### config.mk
export PLATFORM = sky130hd
export DESIGN_NAME = ov5640_cfg_sequencer
export DESIGN_NICKNAME = d
export VERILOG_FILES = /design/src/rtl/ov5640_cfg_pkg.sv /design/src/rtl/ov5640_cfg_sequencer_timer.sv /design/src/rtl/ov5640_cfg_sequencer.sv
export SDC_FILE = /design/constraint.sdc
export NUM_CORES = 1
export LEC_CHECK = 0
export BUFFER_PORTS_ARGS = -buffer_cell sky130_fd_sc_hd__buf_2
export CORE_UTILIZATION = 48
export DETAILED_ROUTE_END_ITERATION = 6
export GPL_TIMING_DRIVEN = 0
export PLACE_DENSITY = 0.78
export SLEW_MARGIN = 30
export SYNTH_ARGS = -nofsm -noshare
export SYNTH_HDL_FRONTEND = slang
export SYNTH_SLANG_ARGS = --single-unit
### constraint.sdc
create_clock -name clk -period 5.75 [get_ports clk]
set_input_delay 0.8625 -clock clk [delete_from_list [all_inputs] [get_ports clk]]
set_output_delay 0.8625 -clock clk [all_outputs]
set_load 0.02 [all_outputs]
### src/rtl/ov5640_cfg_pkg.sv
// Shared definitions for the OV5640 init-register sequencer.
// Includes the state encoding, the ROM word field positions and a microsecond-to-cycle helper.
package ov5640_cfg_pkg;

    typedef enum logic [3:0] {
        ST_IDLE,
        ST_PWR_WAIT,
        ST_FETCH,
        ST_LATCH,
        ST_WAIT_ACK,
        ST_DELAY,
        ST_NEXT,
        ST_DONE,
        ST_ERROR
    } cfg_state_t;

    localparam int unsigned REG_ADDR_MSB = 23;
    localparam int unsigned REG_ADDR_LSB = 8;
    localparam int unsigned REG_DATA_MSB = 7;

    function automatic int unsigned us_to_cycles(input int unsigned delay_us,
                                                 input int unsigned clk_freq);
        return delay_us * (clk_freq / 1_000_000);
    endfunction

endpackage

### src/rtl/ov5640_cfg_sequencer_timer.sv
// Down-counting delay timer. It is loaded by start and counts down to zero.
// expired is high for one cycle when the count reaches zero, so a load of N gives N+1 cycles.
module cfg_delay_timer #(
    parameter int unsigned CNT_W = 8
) (
    input  logic             clk,
    input  logic             reset,
    input  logic [CNT_W-1:0] load,
    input  logic             start,
    output logic             expired
);

    logic [CNT_W-1:0] count;
    logic             running;

    always_ff @(posedge clk) begin
        if (reset) begin
            count   <= '0;
            running <= 1'b0;
        end else if (start) begin
            count   <= load;
            running <= 1'b1;
        end else if (running) begin
            if (count == '0) begin
                running <= 1'b0;
            end else begin
                count <= count - CNT_W'(1);
            end
        end
    end

    assign expired = running && (count == '0);

endmodule

### src/rtl/ov5640_cfg_sequencer.sv
// Walks the OV5640 init ROM and issues one SCCB write per entry.
// It adds the power-up and soft-reset settle delays, retries NACKed writes and reports done or error.
module ov5640_cfg_sequencer
    import ov5640_cfg_pkg::*;
#(
    parameter int unsigned DATA_WIDTH     = 24,
    parameter int unsigned ADDR_WIDTH     = 8,
    parameter int unsigned REG_NUM        = 250,
    parameter int unsigned CLK_FREQ       = 50_000_000,
    parameter int unsigned PWRUP_DELAY_US = 20_000,
    parameter int unsigned RST_DELAY_US   = 5_000,
    parameter int unsigned RST_INDEX      = 1,
    parameter int unsigned RETRY_MAX      = 3
) (
    input  logic                  clk,
    input  logic                  reset,
    input  logic                  start,
    output logic [ADDR_WIDTH-1:0] rom_addr,
    input  logic [DATA_WIDTH-1:0] rom_q,
    output logic                  wr_req,
    output logic [15:0]           wr_addr,
    output logic [7:0]            wr_data,
    input  logic                  wr_done,
    input  logic                  wr_err,
    output logic                  init_busy,
    output logic                  init_done,
    output logic                  init_err,
    output logic [ADDR_WIDTH-1:0] err_index
);

    if (REG_NUM == 0 || REG_NUM > (2 ** ADDR_WIDTH)) begin : g_bad_reg_num
        $error("REG_NUM (%0d) must be in 1..2**ADDR_WIDTH", REG_NUM);
    end

    localparam int unsigned PWR_CYC = us_to_cycles(PWRUP_DELAY_US, CLK_FREQ);
    localparam int unsigned RST_CYC = us_to_cycles(RST_DELAY_US, CLK_FREQ);
    localparam int unsigned MAX_CYC = (PWR_CYC > RST_CYC) ? PWR_CYC : RST_CYC;
    localparam int unsigned CNT_W   = $clog2(MAX_CYC) + 1;
    localparam int unsigned RETRY_W = (RETRY_MAX > 0) ? $clog2(RETRY_MAX + 1) : 1;

    // The timer runs load+1 cycles, so N-1 is loaded to spend N cycles in the wait state (minimum 1).
    localparam logic [CNT_W-1:0] PWR_LOAD = CNT_W'((PWR_CYC > 0) ? PWR_CYC - 1 : 0);
    localparam logic [CNT_W-1:0] RST_LOAD = CNT_W'((RST_CYC > 0) ? RST_CYC - 1 : 0);

    localparam logic [ADDR_WIDTH-1:0] LAST_INDEX = ADDR_WIDTH'(REG_NUM - 1);
    localparam logic [ADDR_WIDTH-1:0] RST_ENTRY  = ADDR_WIDTH'(RST_INDEX);
    localparam logic [RETRY_W-1:0]    RETRY_LIM  = RETRY_W'(RETRY_MAX);

    cfg_state_t            state, state_next;
    logic [ADDR_WIDTH-1:0] index, index_next;
    logic [RETRY_W-1:0]    retry, retry_next;
    logic                  wr_req_next;
    logic [15:0]           wr_addr_next;
    logic [7:0]            wr_data_next;
    logic                  busy_next, done_next, err_next;
    logic [ADDR_WIDTH-1:0] err_index_next;
    logic                  tmr_start, tmr_expired;
    logic [CNT_W-1:0]      tmr_load;

    cfg_delay_timer #(
        .CNT_W (CNT_W)
    ) u_timer (
        .clk     (clk),
        .reset   (reset),
        .load    (tmr_load),
        .start   (tmr_start),
        .expired (tmr_expired)
    );

    // The ROM output is registered, so driving the address from index lets FETCH present it one cycle ahead of LATCH.
    assign rom_addr = index;

    always_ff @(posedge clk) begin
        if (reset) begin
            state     <= ST_IDLE;
            index     <= '0;
            retry     <= '0;
            wr_req    <= 1'b0;
            wr_addr   <= '0;
            wr_data   <= '0;
            init_busy <= 1'b0;
            init_done <= 1'b0;
            init_err  <= 1'b0;
            err_index <= '0;
        end else begin
            state     <= state_next;
            index     <= index_next;
            retry     <= retry_next;
            wr_req    <= wr_req_next;
            wr_addr   <= wr_addr_next;
            wr_data   <= wr_data_next;
            init_busy <= busy_next;
            init_done <= done_next;
            init_err  <= err_next;
            err_index <= err_index_next;
        end
    end

    always_comb begin
        state_next     = state;
        index_next     = index;
        retry_next     = retry;
        wr_req_next    = wr_req;
        wr_addr_next   = wr_addr;
        wr_data_next   = wr_data;
        busy_next      = init_busy;
        done_next      = init_done;
        err_next       = init_err;
        err_index_next = err_index;
        tmr_start      = 1'b0;
        tmr_load       = '0;

        unique case (state)
            ST_IDLE, ST_DONE, ST_ERROR: begin
                if (start) begin
                    state_next = ST_PWR_WAIT;
                    index_next = '0;
                    retry_next = '0;
                    busy_next  = 1'b1;
                    done_next  = 1'b0;
                    err_next   = 1'b0;
                    tmr_start  = 1'b1;
                    tmr_load   = PWR_LOAD;
                end
            end
            ST_PWR_WAIT: begin
                if (tmr_expired) state_next = ST_FETCH;
            end
            ST_FETCH: begin
                state_next = ST_LATCH;
            end
            ST_LATCH: begin
                wr_addr_next = rom_q[REG_ADDR_MSB:REG_ADDR_LSB];
                wr_data_next = rom_q[REG_DATA_MSB:0];
                wr_req_next  = 1'b1;
                state_next   = ST_WAIT_ACK;
            end
            ST_WAIT_ACK: begin
                // An error pulse takes priority over a simultaneous done pulse.
                if (wr_err) begin
                    wr_req_next = 1'b0;
                    if (retry < RETRY_LIM) begin
                        retry_next = retry + RETRY_W'(1);
                        state_next = ST_LATCH;
                    end else begin
                        err_index_next = index;
                        busy_next      = 1'b0;
                        err_next       = 1'b1;
                        state_next     = ST_ERROR;
                    end
                end else if (wr_done) begin
                    wr_req_next = 1'b0;
                    retry_next  = '0;
                    if (index == RST_ENTRY) begin
                        state_next = ST_DELAY;
                        tmr_start  = 1'b1;
                        tmr_load   = RST_LOAD;
                    end else begin
                        state_next = ST_NEXT;
                    end
                end
            end
            ST_DELAY: begin
                if (tmr_expired) state_next = ST_NEXT;
            end
            ST_NEXT: begin
                if (index == LAST_INDEX) begin
                    busy_next  = 1'b0;
                    done_next  = 1'b1;
                    state_next = ST_DONE;
                end else begin
                    index_next = index + ADDR_WIDTH'(1);
                    state_next = ST_FETCH;
                end
            end
            default: state_next = ST_IDLE;
        endcase
    end

endmodule

# ---- Word level (Yosys, flattened, before mapping)
# Index checks and enable logic that the tools add are counted.
dict set report op_classes {
  n_eq_ne 20
  div_mod_pow 0
  n_mux 47
  n_shift 0
  n_reduce_logical 18
  n_lt_le_gt_ge 1
  n_bitwise 1
  mul 0
  addsub 3
}
# op count
set ops {}
lappend ops {{$mux W21} 3}
lappend ops {{$mux W18} 3}
lappend ops {{$pmux W20 S2} 1}
lappend ops {{$pmux W4 S7} 1}
lappend ops {{$mux W4} 6}
lappend ops {{$logic_not A21 Y1} 1}
lappend ops {{$sub A21 B1 Y21 const B} 1}
lappend ops {{$mux W20} 1}
lappend ops {{$mux W1} 17}
lappend ops {{$eq A4 B3 Y1 const B} 4}
lappend ops {{$mux W8} 2}
lappend ops {{$ne A2 B2 Y1 const B} 8}
lappend ops {{$pmux W8 S2} 1}
lappend ops {{$reduce_and A4 Y1} 3}
lappend ops {{$mux W2} 5}
lappend ops {{$reduce_and A3 Y1} 3}
lappend ops {{$add A8 B1 Y8 const B} 1}
lappend ops {{$eq A4 B2 Y1 const B} 2}
lappend ops {{$eq A8 B1 Y1 const B} 1}
lappend ops {{$eq A8 B8 Y1 const B} 1}
lappend ops {{$pmux W1 S2} 4}
lappend ops {{$reduce_bool A2 Y1} 4}
lappend ops {{$ne A3 B3 Y1 const B} 2}
lappend ops {{$reduce_and A5 Y1} 1}
lappend ops {{13 further kinds} 14}
dict set report word_totals {
  reg_bits 72
  latch_bits 0
  mem_bits_ro 0
  ram_bits 0
  n_memories 0
  output_inout_bits 44
  word_cells 102
}

# ---- Depth between registers and ports, before layout
# Gate-level depths: netlist of run 1.
dict set report depth {
  ltp_word 7
  depth_mapped 8
  ltp_nobuf 7
}

# ---- By module
# From an unflattened synthesis of run 1, not the netlist that was laid out.
dict set report hier_totals {
  hier_cells 455
  hier_area_um2 3817.4
}
# mod cells_per_inst seq_area_each_um2 n_inst area_each_um2
set by_module_without_submodules {}
lappend by_module_without_submodules {ov5640_cfg_sequencer 259 1001.0 1 2217.1}
lappend by_module_without_submodules {cfg_delay_timer 196 440.4 1 1600.3}

# ---- Worst setup path after synthesis of run 1
# OpenSTA, ideal clock, no wires.
dict set report synth_path {
  kind {input to register}
  start {input port wr_err}
  end {register u_timer.count[6]}
  stages 6
  t_arrival_ns 2.176
  path_slack_ns 3.453
  required_ns 5.629
  setup_time_ns 0.121
  path_cell_list {nor4b_2 > nand4_1 > and2_4 > buf_6 > a211o_1 > mux2_4}
}
dict set report synth_between {
  elab_chain_len 4
  word_cells_on_any_way 8
}
# element line
set synth_rtl {}
lappend synth_rtl {{from (decl)} ov5640_cfg_sequencer.sv:24} ;# input logic wr_err,
lappend synth_rtl {{$mux W1} ov5640_cfg_sequencer.sv:140} ;# if (wr_err) begin
lappend synth_rtl {{$pmux W1 S2} ov5640_cfg_sequencer.sv:113} ;# unique case (state)
lappend synth_rtl {{$ne A2 B2 Y1 (no line) / $reduce_bool A2 Y1 (equally long branches)} --}
lappend synth_rtl {{$reduce_and A2 Y1 (no line)} --}
lappend synth_rtl {{to (signal assigned)} ov5640_cfg_sequencer_timer.sv:21} ;# count <= load;
lappend synth_rtl {{to (signal assigned)} ov5640_cfg_sequencer_timer.sv:27} ;# count <= count - CNT_W'(1);
lappend synth_rtl {{to (decl)} ov5640_cfg_sequencer_timer.sv:13} ;# logic [CNT_W-1:0] count;
# Parallel ways exist; a longest one is shown, timed or not.
# A chain may end at the register's enable or synchronous reset.

# ---- Worst setup path in the final report of run 1
# Same ends and word-level chain as after synthesis.

==> run_results.csv, run 1 <==
group,metric,value,unit
setup_path,start_kind,"input port",
sta,period_minus_slack,2.30,ns
grt,grt_overflow,0,
worst_hold_path,hp-class,"reg2reg",
die,start_util,49.9,%
drt,dr_wl_met3,387,um
sta,fin_setup_tns,0,ns
grt,grt_pass1_vias,2829,
drt,vias,3042,
setup_path,path_max_fanout,9,
yosys,synth_warnings,0,
sta,fin_ws,3.45,ns
cells_and_area,finish.net_count,505,
yosys,synthAdderAreaFrac,1.85,%
yosys,synthXorXnorAreaFrac,4.39,%
yosys,synth_compound_area_share,18.6,%
yosys,ys_types,66,
grt,antenna_found_initial,0,
die,dieArea,7400,um^2
cells_and_area,syn2layout_area_growth,21.3,%
drt,drt-total-wl,7.67,mm
sta,worst_slew_pin_slew,0.869,ns
setup_path,critPathMaxStageDelay,0.30,ns
yosys,synth-async-reset-ratio,0,%
clock_tree,cts_buffers,9,
drt,met2_length,3.63,mm
sta,final_max_slew_viol_count,0,
drt,wl_met1,3.55,mm
yosys,synth_simple_gate_area_share,24.6,%
drt,via_per_inst,5.32,
yosys,synth_nets,423,
cells_and_area,final_common_cell,"buf_2",
clock_tree,post-cts-setup-buffers,0,
grt,grt_max_degree,13,
yosys,synth-seq-cells,72,
die,die_h,86.1,um
clock_tree,cts_root_buffer,"clkbuf_8",
yosys,synthCells,389,
clock_tree,h-tree-depth,3,
yosys,synth_top_family_by_area,"simple AND/OR/NAND/NOR gates",
yosys,syn_avg_cell_area,8.72,um^2
drt,firstDrtPassIters,4,
clock_tree,ctsResizeCount,0,
place,dpl.cell_count,556,
cells_and_area,fin_util,60.5,%
setup_path,crit_chain,"buf_2 > nor4b_2 > nand4_1 > and2_4 > buf_6 > a211o_1 > mux2_4",
drt,drt_iter0_markers,118,
setup_path,worst_ep_required_time,5.99,ns
setup_path,endpoint_kind,"flop",
worst_hold_path,min-delay-start,"wr_addr[7]$_SDFFE_PP0P_",
setup_path,cp_num_buf_inv,2,
die,core-area,6790,um^2
sta,final-setup-viol-count,0,
sta,clock.fmax,435,MHz
yosys,yosysSeqAreaShare,42.5,%
power_and_ir_drop,power.density,288,nW/um^2
sta,slew_headroom,41.9,%
setup_path,worstReg2RegStart,"rom_addr[4]$_SDFFE_PP0P_",
place,place_congestion,0.872,
sta,rsz0062_at_grt,"false",
cells_and_area,layout-drive-gt1-share,23.7,%
drt,routed.top_layer,"met4",
setup_path,slowest_stage,"nor4b_2",
drt,drc,0,
place,place_ws,3.08,ns
yosys,synth_area,3390,um^2
setup_path,crit_family,"simple AND/OR/NAND/NOR gates",
clock_tree,cts_max_path_buffers,2,
clock_tree,postCtsHoldBufs,0,
setup_path,crit_arrival,2.54,ns
cells_and_area,num_antenna_cells,0,
grt,grt_pass1_wl,12.9,mm
clock_tree,cts_tree,"done",
drt,post_drt_wl_per_cell,13.4,um
drt,drtAntennaViolNets,0,
setup_path,worstSetupStartpoint,"wr_err",
die,die_w,86.1,um
power_and_ir_drop,p_leak,0.00162,uW
run_status,status,"finished, final reports clean",
grt,grt_use_total,21.8,%
clock_tree,clk_latency,0.35,ns
sta,post-route-period-util,40.0,%
yosys,ys.flop_type,"dfxtp_1",
clock_tree,path_clk_slew,0.08,ns
place,port_buffers,71,
sta,hold_viol,0,
power_and_ir_drop,vdd_drop_max,0.000171,V
cells_and_area,layout_common_cells,"buf_2, dfxtp_1, nand2_1",
cells_and_area,stdcell_count,572,
die,io_pins,73,
die,fp-row-count,30,
yosys,synth_enable_flop_cells,0,
sta,finClkSkew,0.00799,ns
flow_run,drv_cap,0,
power_and_ir_drop,total_power,1180,uW
yosys,synth.mux.area_fraction,3.73,%
clock_tree,clkSinkCount,72,
place,hpwl,5.55,mm
setup_path,critPathKind,"in2reg",
final cells by class:
cell class              instances  area [um^2]
well taps                      96          120
inverters                       8         30.0
clock inverters                 5          104
plain buffers                  22          119
repair buffers                 71          355
clock buffers                  11          141
flip-flops and latches         72         1440
fillers                       624         2680
multi-input cells             287         1800
worst paths after layout:
path                              endpoint  slack (ns)  cells after the start
max          u_timer.count[6]$_SDFFE_PP0P_        3.45                      7
min                wr_addr[7]$_SDFFE_PP0P_        0.45                      2
max reg2reg  u_timer.count[6]$_SDFFE_PP0P_        3.47                      6
min reg2reg        wr_addr[7]$_SDFFE_PP0P_        0.45                      2
sequential cells by signal (all words and copies together) (netlist names):
| name | cells |
|---|---|
| err_index | 8 |
| init_busy | 1 |
| init_done | 1 |
| init_err | 1 |
| retry | 2 |
| rom_addr | 8 |
| state | 4 |
| u_timer.count | 21 |
| u_timer.running | 1 |
| wr_addr | 16 |
| wr_data | 8 |
| wr_req | 1 |
power by group:
part           leakage (uW)  internal (uW)  switching (uW)
clock              0.000124            300             192
sequential         0.000584            515            19.0
combinational      0.000913           65.0            92.4
worst min-delay path, delay by kind of cell, from the launching register on:
family,cells,cell delay (ns)
flip-flops,1,0.31
AO/OA/AOI/OAI,1,0.05
AND/OR/NAND/NOR,1,0.05
cell usage after synthesis, drive strengths merged, types with 4 or more instances:
library cell   n  area [um^2]
a2111oi        4         47.6
a211oi         4         30.0
a21oi         43          215
and2           5         33.8
buf            7         62.6
clkbuf        15         56.3
dfxtp         72         1440
ha             5         62.6
inv            8         30.0
mux2i         10          100
nand2         63          236
nand2b         5         31.3
nand3          7         35.0
nand4          5         31.3
nor2          35          139
nor3           4         25.0
nor4           6         52.6
o211ai         4         30.0
o21ai         14         81.3
or3            6         42.5
or4            5         41.3
xnor2         11         96.3
xor2           6         52.6
metrics by stage:
step                area [um^2]  hold slack (ns)
finish                     4110            0.451
global route               4110            0.476
CTS                        4110            0.455
detailed placement         3870            0.444
global placement           3870            0.438
floorplan                  3390            0.464
layer usage:
layer  up-vias  GRT usage (%)
met5         -              0
met4         0           5.45
met3        11           5.87
met2        79           36.0
met1      1414           28.3
li1       1538              -
cell families after synthesis:
logic type	after synthesis
AO/OA/AOI/OAI	94
adder cells (fa/ha/maj)	5
multiplexers	12
buffers and inverters	30
AND/OR/NAND/NOR	159
XOR/XNOR	17
flip-flops	72
No activity file was read; power rests on OpenSTA's default activity.
==> inputs of run 2 (changes only) <==
- ABC_AREA: not set -> 1
- PLACE_DENSITY: 0.78 -> 0.8
- clock period: 5.75 -> 1.92 ns (I/O delays scaled with it)
==> run_results.csv, run 2 <==
group,metric,value,unit
grt,grt_use_total,24.7,%
drt,drc,0,
worst_hold_path,hp-class,"in2reg",
setup_path,r2r_end,"u_timer.count[2]$_SDFFE_PP0P_",
yosys,ys.flop_type,"dfxtp_1",
place,place_congestion,0.905,
die,dieArea,7660,um^2
sta,clock.fmax,559,MHz
worst_hold_path,min-delay-start,"rom_q[7]",
yosys,synth_nets,556,
cells_and_area,fin_util,61.2,%
die,die_w,87.5,um
yosys,synth_enable_flop_cells,0,
grt,grt_max_degree,13,
clock_tree,cts_root_buffer,"clkbuf_8",
power_and_ir_drop,power.density,1480,nW/um^2
yosys,ys_types,31,
sta,hold_viol,0,
yosys,synth_most_common_cell,"nor2_1",
drt,post_drt_wl_per_cell,12.8,um
cells_and_area,reg_top3,"u_timer.count x21, wr_addr x16",
setup_path,ff2ff_setup_slack,0.13,ns
yosys,synth_area,3510,um^2
worst_hold_path,min_to,"wr_data[7]$_SDFFE_PP0P_",
sta,fin_setup_tns,0,ns
cells_and_area,final_common_cell,"nor2_1",
yosys,synthAdderAreaFrac,1.78,%
yosys,synth.mux.area_fraction,0,%
die,start_util,50.6,%
grt,grt_pass1_vias,3284,
sta,slew_headroom,61.3,%
cells_and_area,num_antenna_cells,0,
sta,period_minus_slack,1.79,ns
drt,drt-total-wl,9.03,mm
grt,antenna_found_initial,0,
place,place_ws,0.0462,ns
setup_path,critPathMaxStageDelay,0.35,ns
yosys,synthXorXnorAreaFrac,0.499,%
sta,worst_slew_pin_slew,0.581,ns
place,port_buffers,71,
sta,finClkSkew,0.0130,ns
yosys,synthCells,522,
yosys,synth_top_family_by_area,"simple AND/OR/NAND/NOR gates",
setup_path,worst_ep_required_time,2.16,ns
worst_hold_path,whs_path_depth,3,
die,fp-row-count,30,
cells_and_area,seq_area,1440,um^2
yosys,synth-async-reset-ratio,0,%
die,die_h,87.5,um
cells_and_area,layout-drive-gt1-share,19.2,%
yosys,yosysSeqAreaShare,41.0,%
yosys,synth.top_cells.by_count,"nor2_1, nand2_1, dfxtp_1",
clock_tree,cts_max_path_buffers,2,
cells_and_area,syn2layout_area_growth,21.1,%
cells_and_area,finish.net_count,639,
clock_tree,cts_tree,"done",
setup_path,slowest_stage,"dfxtp_1",
run_status,status,"finished, final reports clean",
cells_and_area,largest_reg_flops,21,
yosys,synth-seq-cells,72,
cells_and_area,multi_input_area,1830,um^2
drt,firstDrtPassIters,6,
yosys,synth_simple_gate_area_share,37.2,%
die,io_pins,73,
yosys,synth_area_leaders,"dfxtp_1, nor2_1, nand2_1",
place,placed_cell_area,3990,um^2
cells_and_area,layout_common_cells,"nor2_1, nand2_1, buf_2",
flow_run,drv_cap,0,
die,core-area,6940,um^2
drt,vias,3661,
drt,drtAntennaViolNets,0,
drt,drt_iter0_markers,228,
cells_and_area,top_register,"u_timer.count",
drt,via_per_inst,5.19,
power_and_ir_drop,total_power,6300,uW
sta,rsz0062_at_grt,"false",
yosys,synth_warnings,0,
clock_tree,path_clk_slew,0.08,ns
clock_tree,cts_buffers,9,
cells_and_area,fillers,640,
setup_path,crit_chain,"inv_1 > ha_2 > nand3_1 > nor2_4 > nand3_4 > nand2_8 > inv_4 > nand2_4 > buf_6 > nand2_1 > nand3_1 > nand2_1",
sta,fin_ws,0.130,ns
setup_path,crit_arrival,2.03,ns
setup_path,critPathKind,"reg2reg",
power_and_ir_drop,p_leak,0.00207,uW
yosys,synth_top_area_cell,"dfxtp_1",
yosys,syn_avg_cell_area,6.73,um^2
grt,grt_overflow,0,
sta,final-setup-viol-count,0,
grt,grt_pass1_wl,14.8,mm
clock_tree,h-tree-depth,3,
setup_path,r2r_cells,12,
sta,post-route-period-util,93.2,%
clock_tree,clkSinkCount,72,
setup_path,path_max_fanout,10,
place,hpwl,6.72,mm
power_and_ir_drop,vdd_drop_max,0.000951,V
setup_path,start_kind,"flop",
setup_path,endpoint_kind,"flop",
cells_and_area,stdcell_area,4250,um^2
sta,final_max_slew_viol_count,0,
yosys,synth_compound_area_share,12.1,%
setup_path,worstReg2RegStart,"rom_addr[1]$_SDFFE_PP0P_",
yosys,synth_top_area_share,41.0,%
clock_tree,clk_latency,0.35,ns
[run 2: cell types whose count changed in the layout (fill, tap and decap cells not counted), moves of 12 or more]
| cell | before | now |
|---|---|---|
| nor2_1 | 34 | 113 |
| nand2_1 | 63 | 109 |
| inv_1 | 8 | 45 |
| nand3_1 | 7 | 41 |
| o21ai_0 | 11 | 38 |
| a21oi_1 | 43 | 31 |
[run 2: logic make-up (layout without fill, tap and decap cells)]
| logic type | Yosys count | count (layout) |
|---|---|---|
| AOI/OAI and AO/OA | 79 | 79 |
| and+or+nand+nor | 300 | 300 |
| adders and majority gates | 5 | 5 |
| buffers and inverters | 64 | 151 |
| DFF | 72 | 72 |
| xor gates and xnor gates | 2 | 2 |
[run 2: metal layers]
layer	track usage (%)	wire [um]	up-vias
met4	8.49	161	0
met5	0	0	-
met1	30.9	3920	1662
met2	41.5	4380	138
li1	-	-	1843
met3	6.22	574	18
[run 2: worst max-delay path: cells and delay by family (launching register included)]
kind                       cells  cell delay (ns)
buffers and inverters          3             0.33
adders and majority gates      1             0.19
DFF                            1             0.35
and+or+nand+nor                8             0.80
[run 2: worst max path at each step]
stage	cells past startpoint	end	slack, ns	startpoint
2_1_floorplan	11	u_timer.count[15]$_SDFFE_PP0P_	0.21	rom_addr[0]$_SDFFE_PP0P_
3_3_place_gp	11	u_timer.count[2]$_SDFFE_PP0P_	0.08	rom_addr[0]$_SDFFE_PP0P_
3_5_place_dp	11	u_timer.count[2]$_SDFFE_PP0P_	0.05	rom_addr[0]$_SDFFE_PP0P_
4_1_cts	11	u_timer.count[2]$_SDFFE_PP0P_	0.03	rom_addr[0]$_SDFFE_PP0P_
5_1_grt	12	u_timer.count[11]$_SDFFE_PP0P_	0.007	rom_addr[1]$_SDFFE_PP0P_
6_report	12	u_timer.count[2]$_SDFFE_PP0P_	0.13	rom_addr[1]$_SDFFE_PP0P_
[run 2: layout make-up]
cell class,instances,share of cell area [%]
timing repair buffer,72,8.53
buffer,15,1.71
sequential,72,33.9
clock inverter,5,2.50
clock buffer,10,3.00
multi-input combinational,386,43.1
inverter,49,4.38
tap,96,2.83
[run 2: through the flow]
step | hold slack [ns] | std cells
3_3_place_gp | 0.448 | 689
3_5_place_dp | 0.455 | 689
4_1_cts | 0.151 | 704
6_report | 0.155 | 705
2_1_floorplan | 0.423 | 522
5_1_grt | 0.162 | 705
[run 2: what timing repair did]
item,4_1_cts,5_1_grt
setup endpoints to repair,0,13
hold buffers,0,0
gates resized for setup,0,6
buffers inserted,0,1
[run 2: power by group]
group / switching, uW / internal, uW
clock: 575 / 859
sequential: 259 / 1810
combinational: 1860 / 934
==> inputs of run 3 (changes only) <==
- CORE_UTILIZATION: 48 -> 49
- PLACE_DENSITY: 0.8 -> 0.85
==> run_results.csv, run 3 (synthesized netlist as in run 2, its figures left out) <==
group,metric,value,unit
setup_path,endpoint_kind,"flop",
setup_path,crit_arrival,2.04,ns
die,start_util,51.1,%
clock_tree,h-tree-depth,3,
sta,finClkSkew,0.0147,ns
cells_and_area,finish.net_count,639,
clock_tree,clkSinkCount,72,
sta,post-route-period-util,93.5,%
die,die_w,86.7,um
setup_path,worstReg2RegStart,"rom_addr[1]$_SDFFE_PP0P_",
drt,vias,3653,
die,die_h,86.7,um
cells_and_area,seq_area,1440,um^2
grt,grt_overflow,0,
grt,grt_pass1_wl,14.7,mm
sta,clock.fmax,557,MHz
place,placed_cell_area,3990,um^2
clock_tree,postCtsHoldBufs,0,
drt,drc,0,
drt,post_drt_wl_per_cell,12.3,um
grt,antenna_found_initial,0,
cells_and_area,layout_common_cells,"nor2_1, nand2_1, buf_2, dfxtp_1, inv_1",
place,place_congestion,0.907,
drt,drtAntennaViolNets,0,
clock_tree,cts_tree,"done",
worst_hold_path,hp-class,"in2reg",
setup_path,path_max_fanout,10,
power_and_ir_drop,p_leak,0.00206,uW
cells_and_area,syn2layout_area_growth,19.8,%
drt,via_per_inst,5.17,
grt,grt_pass1_vias,3368,
clock_tree,clk_latency,0.36,ns
clock_tree,cts_max_path_buffers,2,
sta,hold_viol,0,
cells_and_area,largest_reg_flops,21,
grt,grt_max_degree,14,
sta,slew_headroom,62.3,%
power_and_ir_drop,vdd_drop_max,0.000820,V
setup_path,worst_ep_required_time,2.16,ns
place,port_buffers,71,
setup_path,start_kind,"flop",
cells_and_area,num_antenna_cells,0,
die,dieArea,7510,um^2
place,hpwl,6.47,mm
cells_and_area,stdcell_area,4210,um^2
clock_tree,cts_root_buffer,"clkbuf_8",
cells_and_area,top_register,"u_timer.count",
power_and_ir_drop,total_power,6060,uW
cells_and_area,fillers,623,
die,core-area,6870,um^2
die,fp-row-count,30,
clock_tree,path_clk_slew,0.09,ns
clock_tree,cts_buffers,9,
run_status,status,"finished, final reports clean",
sta,final_max_slew_viol_count,0,
drt,drt_iter0_markers,268,
grt,grt_use_total,24.7,%
cells_and_area,layout-drive-gt1-share,18.9,%
drt,drt-total-wl,8.69,mm
sta,worst_slew_pin_slew,0.566,ns
cells_and_area,reg_top3,"u_timer.count x21, wr_addr x16",
cells_and_area,final_common_cell,"nor2_1",
sta,period_minus_slack,1.80,ns
drt,firstDrtPassIters,5,
worst_hold_path,min-delay-start,"rom_q[14]",
place,dpl.cell_count,689,
die,io_pins,73,
power_and_ir_drop,power.density,1440,nW/um^2
cells_and_area,fin_util,61.3,%
cells_and_area,stdcell_count,706,
setup_path,worstSetupStartpoint,"rom_addr[1]$_SDFFE_PP0P_",
flow_run,drv_cap,0,
setup_path,critPathKind,"reg2reg",
setup_path,ff2ff_setup_slack,0.12,ns
sta,hold_ws,0.157,ns
sta,final-setup-viol-count,0,
cells_and_area,multi_input_area,1830,um^2
==> run 3: cell types whose count changed in the layout (fill, tap and decap cells not counted), sizes merged <==
cell      change
clkinv        +4
bufinv        -2
clkinvlp      -1
==> run 3: layout make-up <==
class	instances	area share (%)
Clock inverter	6	1.66
Tap cell	96	2.85
Sequential cell	72	34.2
Multi-Input combinational cell	386	43.4
Timing Repair Buffer	72	8.62
Buffer	15	1.72
Clock buffer	10	3.03
Inverter	49	4.43
==> run 3: routing by layer <==
metal	track usage (%)	up-vias	share of wire (%)
met3	4.38	14	5.3
met2	41.6	124	49
met4	10.9	0	1.5
met5	0	-	0
met1	30.9	1672	44
li1	-	1843	-
==> run 3: power breakdown <==
part           switching, uW  internal [uW]  total (uW)
combinational           1850            933        2790
sequential               257           1800        2060
clock                    604            607        1210
==> run 3: per-stage QoR <==
| step | setup slack (ns) | TNS (ns) |
|---|---|---|
| after floorplan | 0.207 | 0 |
| after CTS | 0.0585 | 0 |
| after global routing | -0.00117 | -0.00117 |
| final | 0.124 | 0 |
| after global placement | 0.145 | 0 |
| after detailed placement | 0.103 | 0 |
==> run 3: critical path: stages, from the launching register on <==
cell	delay, ns
dfxtp_1	0.35
inv_1	0.11
ha_1	0.17
nand3_1	0.13
nor2_4	0.16
nand3_4	0.15
nand2_8	0.13
inv_4	0.08
nand2_4	0.07
buf_6	0.13
nand2_1	0.05
nand3_1	0.07
nand2_1	0.06
==> run 3: path summary, 6_finish.rpt <==
| check | endpoint | depth (start not counted) |
|---|---|---|
| worst max-delay path | u_timer.count[2]$_SDFFE_PP0P_ | 12 |
| worst min-delay path | wr_addr[6]$_SDFFE_PP0P_ | 3 |
| worst max register to register | u_timer.count[2]$_SDFFE_PP0P_ | 12 |
| worst min register to register | err_index[4]$_SDFFE_PP0P_ | 2 |
==> run 3: repair_timing <==
action | CTS | global route
resized for setup | 0 | 3
buffers inserted | 0 | 1
endpoints found under the setup margin | 0 | 9
